## src/rtl/expipe_pkg.sv

```systemverilog
// Shared execution-pipe types: the commit type from the commit-type decoder
// and the state encoding of the commit control unit.
package expipe_pkg;

  // Commit category of the ROB head instruction
  typedef enum logic [3:0] {
    NONE,
    INT_RF,
    LOAD,
    STORE,
    JUMP,
    BRANCH,
    CSR,
    EXCEPT,
    ECALL,
    EBREAK,
    MRET,
    WFI,
    FENCE
  } comm_type_t;

  // Commit control unit sequencing states
  typedef enum logic [1:0] {
    COMMIT,
    WAIT_FENCE,
    WAIT_WFI,
    RECOVER
  } commit_cu_state_t;

  // Default number of cycles the head is blocked after a flush
  localparam int RECOVER_CYCLES_DEFAULT = 2;

endpackage

```

## src/rtl/commit_cu.sv

```systemverilog
// Commit control unit: retires the ROB head, drives the per-type architectural
// side effects and serialises fences, WFI sleep and post-flush recovery.
module commit_cu
  import expipe_pkg::*;
#(
  parameter int RECOVER_CYCLES = RECOVER_CYCLES_DEFAULT
) (
  input  logic       clk_i,
  input  logic       rst_n_i,
  input  logic       valid_i,
  output logic       ready_o,
  input  comm_type_t comm_type_i,
  input  logic       mispredict_i,
  input  logic       sb_store_ready_i,
  input  logic       sb_empty_i,
  input  logic       irq_i,
  output logic       int_rf_valid_o,
  output logic       sb_store_commit_o,
  output logic       csr_valid_o,
  output logic       trap_o,
  output logic       mret_o,
  output logic       flush_o,
  output logic       fetch_stall_o,
  output logic       retired_o
);

  localparam int CNT_W = $clog2(RECOVER_CYCLES + 1);
  // The entry cycle into RECOVER counts as the first blocked cycle
  localparam logic [CNT_W-1:0] CNT_LOAD = CNT_W'(RECOVER_CYCLES - 1);

  commit_cu_state_t state_q, state_d;
  logic [CNT_W-1:0] cnt_q, cnt_d;

  // State and recovery counter registers with synchronous reset
  always_ff @(posedge clk_i) begin
    if (!rst_n_i) begin
      state_q <= COMMIT;
      cnt_q   <= '0;
    end else begin
      state_q <= state_d;
      cnt_q   <= cnt_d;
    end
  end

  // Next-state, counter and side-effect outputs; everything forced low in reset
  always_comb begin
    state_d           = state_q;
    cnt_d             = cnt_q;
    ready_o           = 1'b0;
    int_rf_valid_o    = 1'b0;
    sb_store_commit_o = 1'b0;
    csr_valid_o       = 1'b0;
    trap_o            = 1'b0;
    mret_o            = 1'b0;
    flush_o           = 1'b0;
    fetch_stall_o     = 1'b0;
    retired_o         = 1'b0;

    case (state_q)
      COMMIT: begin
        if (valid_i) begin
          case (comm_type_i)
            INT_RF, LOAD: begin
              ready_o        = 1'b1;
              int_rf_valid_o = 1'b1;
              retired_o      = 1'b1;
            end
            STORE: begin
              sb_store_commit_o = 1'b1;
              ready_o           = sb_store_ready_i;
              retired_o         = sb_store_ready_i;
            end
            JUMP, BRANCH: begin
              ready_o        = 1'b1;
              retired_o      = 1'b1;
              int_rf_valid_o = (comm_type_i == JUMP);
              if (mispredict_i) begin
                flush_o = 1'b1;
                state_d = RECOVER;
                cnt_d   = CNT_LOAD;
              end
            end
            CSR: begin
              ready_o        = 1'b1;
              csr_valid_o    = 1'b1;
              int_rf_valid_o = 1'b1;
              retired_o      = 1'b1;
              flush_o        = 1'b1;
              state_d        = RECOVER;
              cnt_d          = CNT_LOAD;
            end
            EXCEPT, ECALL, EBREAK: begin
              ready_o = 1'b1;
              trap_o  = 1'b1;
              flush_o = 1'b1;
              state_d = RECOVER;
              cnt_d   = CNT_LOAD;
            end
            MRET: begin
              ready_o   = 1'b1;
              mret_o    = 1'b1;
              flush_o   = 1'b1;
              retired_o = 1'b1;
              state_d   = RECOVER;
              cnt_d     = CNT_LOAD;
            end
            WFI: begin
              ready_o   = 1'b1;
              retired_o = 1'b1;
              state_d   = WAIT_WFI;
            end
            FENCE: begin
              state_d = WAIT_FENCE;
            end
            default: begin
              ready_o   = 1'b1;
              retired_o = 1'b1;
            end
          endcase
        end
      end
      WAIT_FENCE: begin
        if (sb_empty_i) begin
          ready_o   = 1'b1;
          retired_o = 1'b1;
          flush_o   = 1'b1;
          state_d   = RECOVER;
          cnt_d     = CNT_LOAD;
        end
      end
      WAIT_WFI: begin
        fetch_stall_o = 1'b1;
        if (irq_i) begin
          state_d = COMMIT;
        end
      end
      RECOVER: begin
        if (cnt_q == '0) begin
          state_d = COMMIT;
        end else begin
          cnt_d = cnt_q - CNT_W'(1);
        end
      end
      default: begin
        state_d = COMMIT;
        cnt_d   = '0;
      end
    endcase

    if (!rst_n_i) begin
      ready_o           = 1'b0;
      int_rf_valid_o    = 1'b0;
      sb_store_commit_o = 1'b0;
      csr_valid_o       = 1'b0;
      trap_o            = 1'b0;
      mret_o            = 1'b0;
      flush_o           = 1'b0;
      fetch_stall_o     = 1'b0;
      retired_o         = 1'b0;
    end
  end

endmodule

```

## config.mk

```make
export PLATFORM = sky130hd
export DESIGN_NAME = commit_cu
export DESIGN_NICKNAME = d
export VERILOG_FILES = /design/src/rtl/expipe_pkg.sv /design/src/rtl/commit_cu.sv
export SDC_FILE = /design/constraint.sdc
export NUM_CORES = 1
export LEC_CHECK = 0
export ABC_AREA = 1
export CORE_MARGIN = 2
export CORE_UTILIZATION = 39
export DETAILED_ROUTE_END_ITERATION = 8
export PLACE_DENSITY = 0.76
export SETUP_SLACK_MARGIN = 0.15
export SYNTH_ARGS = -nofsm -noshare
export SYNTH_HDL_FRONTEND = slang
export SYNTH_SLANG_ARGS = --single-unit
```

## constraint.sdc

```tcl
create_clock -name clk_i -period 1.19 [get_ports clk_i]
set_input_delay 0.238 -clock clk_i [delete_from_list [all_inputs] [get_ports clk_i]]
set_output_delay 0.238 -clock clk_i [all_outputs]
set_load 0.005 [all_outputs]
```

==> flow_summary_export.csv <==
group,metric,value,unit
status,status,"finished with violations",
status,violations,"setup timing",
route,wirelength,1970,µm
power_and_ir_drop,power,1.72,mW
synthesis,ys_ff_latch,4,
critical_path,startpoint,"state_q[0]$_SDFFE_PN0P_",
final_layout,nFillCells,91,
final_layout,multi_input_area,490,µm²
power_and_ir_drop,p_sw,787,µW
grt,grt_overflow,0,
power_and_ir_drop,ir_worst_vdd,1070,µV
worst_hold_path,worstHoldPathType,"flip-flop to flip-flop",
final_layout,register_area,82.6,µm²
critical_path,crit_family,"buffers and inverters",
cts,cts_made_buffers,3,
critical_path,r2r_setup_slack,-0.32,ns
cts,clk_pin_slew_worst_paths,0.03,ns
timing,whs,0.466,ns
critical_path,critPathArrivalTime,1.38,ns
critical_path,crit_chain,"nor3_4 -> buf_4 -> o21ai_1 -> inv_1 -> nand2_1 -> a21oi_2 -> buf_2",
power_and_ir_drop,leakage,0.505,nW
placed_design,port_buffers,19,
final_layout,area_delta_synth_final,83.7,%
power_and_ir_drop,powerDensity,1650,nW/µm²
final_layout,num_antenna_cells,0,
power_and_ir_drop,power_frac_comb,75.5,%
synthesis,syn_inst,94,
grt,grt_pass1_wl,3220,µm
timing,hold_viol,0,
cts,cts_tree,"yes",
grt,grt_max_degree,10,
timing,setup_viol,13,
timing,period_needed,1.62,ns
route,first_pass_iters,4,
floorplan,die_x,42.1,µm
cts,clockRootBuffer,"clkbuf_4",
timing,rsz0062_at_grt,"yes",
power_and_ir_drop,p_seq_share,14.0,%
synthesis,synth_area_per_cell,6.03,µm²
critical_path,cp_data_required_time,0.95,ns
route,detail-route-antenna-nets,0,
critical_path,critPathMaxFanout,3,
synthesis,yosys_warnings,0,
power_and_ir_drop,p_clk_share,10.5,%
timing,period_share,136,%
synthesis,synth.distinct_cells,23,
critical_path,worstSetupPathType,"flip-flop to output port",
floorplan,rows,13,
cts,clock_path_buffers,2,
timing,relSlewSlack,85.3,%
critical_path,rr_endpoint,"state_q[0]$_SDFFE_PN0P_",
route,wl_per_cell,12.8,µm
cts,clock-sinks,4,
cts,clk_latency,0.25,ns
synthesis,synth_nets,106,
critical_path,cp_num_cells,7,
critical_path,cp-start-kind,"flip-flop",
grt,grt_pass1_vias,749,
critical_path,ff2ff_path_depth,10,
timing,layout_setup_ws,-0.425,ns
grt,antenna_found_initial,0,
timing,max_freq,619,MHz
floorplan,start_util,42.5,%
placed_design,place_congestion,0.982,
critical_path,critical_path.endpoint_type,"output port",
route,vias,804,
floorplan,die_h,42.1,µm
grt,grt_use_total,23.6,%
critical_path,cpPeakStageDelay,0.33,ns
critical_path,cpMaxStageDelayCell,"dfxtp_2",
timing,maxSlewViolCount,0,
timing,worst_pin_slew,0.218,ns
critical_path,cp.buffers_inverters,3,
final_layout,fin_nets,153,
synthesis,yosysSeqAreaShare,14.1,%
critical_path,worstSetupEndpoint,"ready_o",
synthesis,synth_area,567,µm²
final_layout,fin_util,78.0,%
timing,setup-tns-final,-3.95,ns
floorplan,die_area,1770,µm²
power_and_ir_drop,internal_power,928,µW
route,drc,0,
power_and_ir_drop,switching_share,45.9,%
cts,htree_levels,1,
final_layout,drive_above_1_share,62.6,%
timing,skew,0.0103,ns
flow_run,maxCapViolCount,0,
route,routed_via_density,5.22,
floorplan,ioPinCount,20,
placed_design,dp_hpwl,1370,µm
critical_path,r2r-start,"state_q[1]$_SDFFE_PN0P_",
route,drt_iter0_drc,27,
floorplan,fp.coreArea,1330,µm²
## logic make-up (layout without fill, tap and decap cells)
family                   count (synthesis)  count (layout)  share of synthesized area (%)
adder cells (fa/ha/maj)                  1               1                           2.21
AND/OR/NAND/NOR                         58              58                           56.3
AO/OA/AOI/OAI                           12              12                           12.1
buffers and inverters                   19              64                           15.2
flip-flops                               4               4                           14.1
## metrics by stage
| stage | instances | setup WS, ns | area (µm²) |
|---|---|---|---|
| 2_1_floorplan | 94 | 0.0126 | 613 |
| 3_5_place_dp | 142 | -0.977 | 920 |
| 4_1_cts | 151 | -0.419 | 1000 |
| 3_3_place_gp | 142 | -0.957 | 920 |
| 5_1_grt | 154 | -0.505 | 1040 |
| 6_report | 154 | -0.425 | 1040 |
## cells in the final DEF, fill, tap and decap left out, drive strengths merged, types with 3 or more instances in the layout
cell type	count
a21oi	5
nor2	17
nor3	3
inv	17
nand2	23
o21ai	4
buf	34
dlygate4sd2	4
nand3	10
dfxtp	4
clkbuf	3
clkdlybuf4s50	4
## flip-flops by register name, summed over array words and instances (netlist names)
name     count
cnt_q        2
state_q      2
## power groups by stage
| stage | clock network, mW | logic (mW) | registers (mW) |
|---|---|---|---|
| after floorplan | 0 | 0.689 | 0.211 |
| after global placement | 0 | 0.943 | 0.216 |
| after detailed placement | 0 | 0.981 | 0.222 |
| after CTS | 0.183 | 1.16 | 0.238 |
| after global routing | 0.190 | 1.40 | 0.244 |
| final | 0.180 | 1.29 | 0.240 |
## routing by layer
metal	vias up	routed length [µm]	track usage, %
li1	394	-	-
met1	368	897	32.3
met2	36	893	36.6
met3	6	145	5.60
met4	0	36	6.88
met5	-	0	0
## worst register-to-register path, cell delays in order (launching register included)
cell	delay, ns
dfxtp_2	0.36
buf_6	0.12
inv_4	0.03
buf_6	0.10
buf_6	0.10
nand3b_1	0.12
nand2_2	0.08
nor3_4	0.23
nand3_1	0.11
nand2_1	0.07
nor2_1	0.05
## final cells by class
type | instances | area share (%)
Inverter | 17 | 6.37
Multi-Input combinational cell | 71 | 47.1
Sequential cell | 4 | 7.93
Clock buffer | 3 | 2.16
Timing Repair Buffer | 44 | 34.6
Tap cell | 15 | 1.80
## timing repair
action,in CTS,in global routing
hold buffers,0,0
setup endpoints to repair,13,13
buffers inserted,6,3
pin swaps,12,9
resized for setup,64,7
## synth_stat cells (all sizes together)
| cell type | instances | area (µm²) |
|---|---|---|
| buf | 2 | 22.5 |
| nor3b | 1 | 7.51 |
| or2 | 1 | 6.26 |
| nand3 | 10 | 55.1 |
| o21ai | 4 | 20.0 |
| ha | 1 | 12.5 |
| dfxtp | 4 | 80.1 |
| nand2 | 23 | 106 |
| nand3b | 2 | 15.0 |
| inv | 17 | 63.8 |
| and2 | 1 | 8.76 |
| nor3 | 3 | 26.3 |
| nor2 | 17 | 93.8 |
| o21a | 1 | 7.51 |
| o22ai | 2 | 12.5 |
| a21oi | 5 | 28.8 |
## worst min path at each step
stage                                startpoint                      end  slack, ns  depth (start not counted)
after floorplan                         rst_n_i  state_q[0]$_SDFFE_PN0P_       0.35                          2
after global placement    cnt_q[1]$_SDFFE_PN0P_    cnt_q[1]$_SDFFE_PN0P_       0.45                          2
after detailed placement  cnt_q[1]$_SDFFE_PN0P_    cnt_q[1]$_SDFFE_PN0P_       0.46                          2
after CTS                               rst_n_i  state_q[1]$_SDFFE_PN0P_       0.44                          3
after global routing                    rst_n_i    cnt_q[0]$_SDFFE_PN0P_       0.49                          3
final                     cnt_q[1]$_SDFFE_PN0P_    cnt_q[1]$_SDFFE_PN0P_       0.47                          2
No activity file was read; power rests on OpenSTA's default activity.
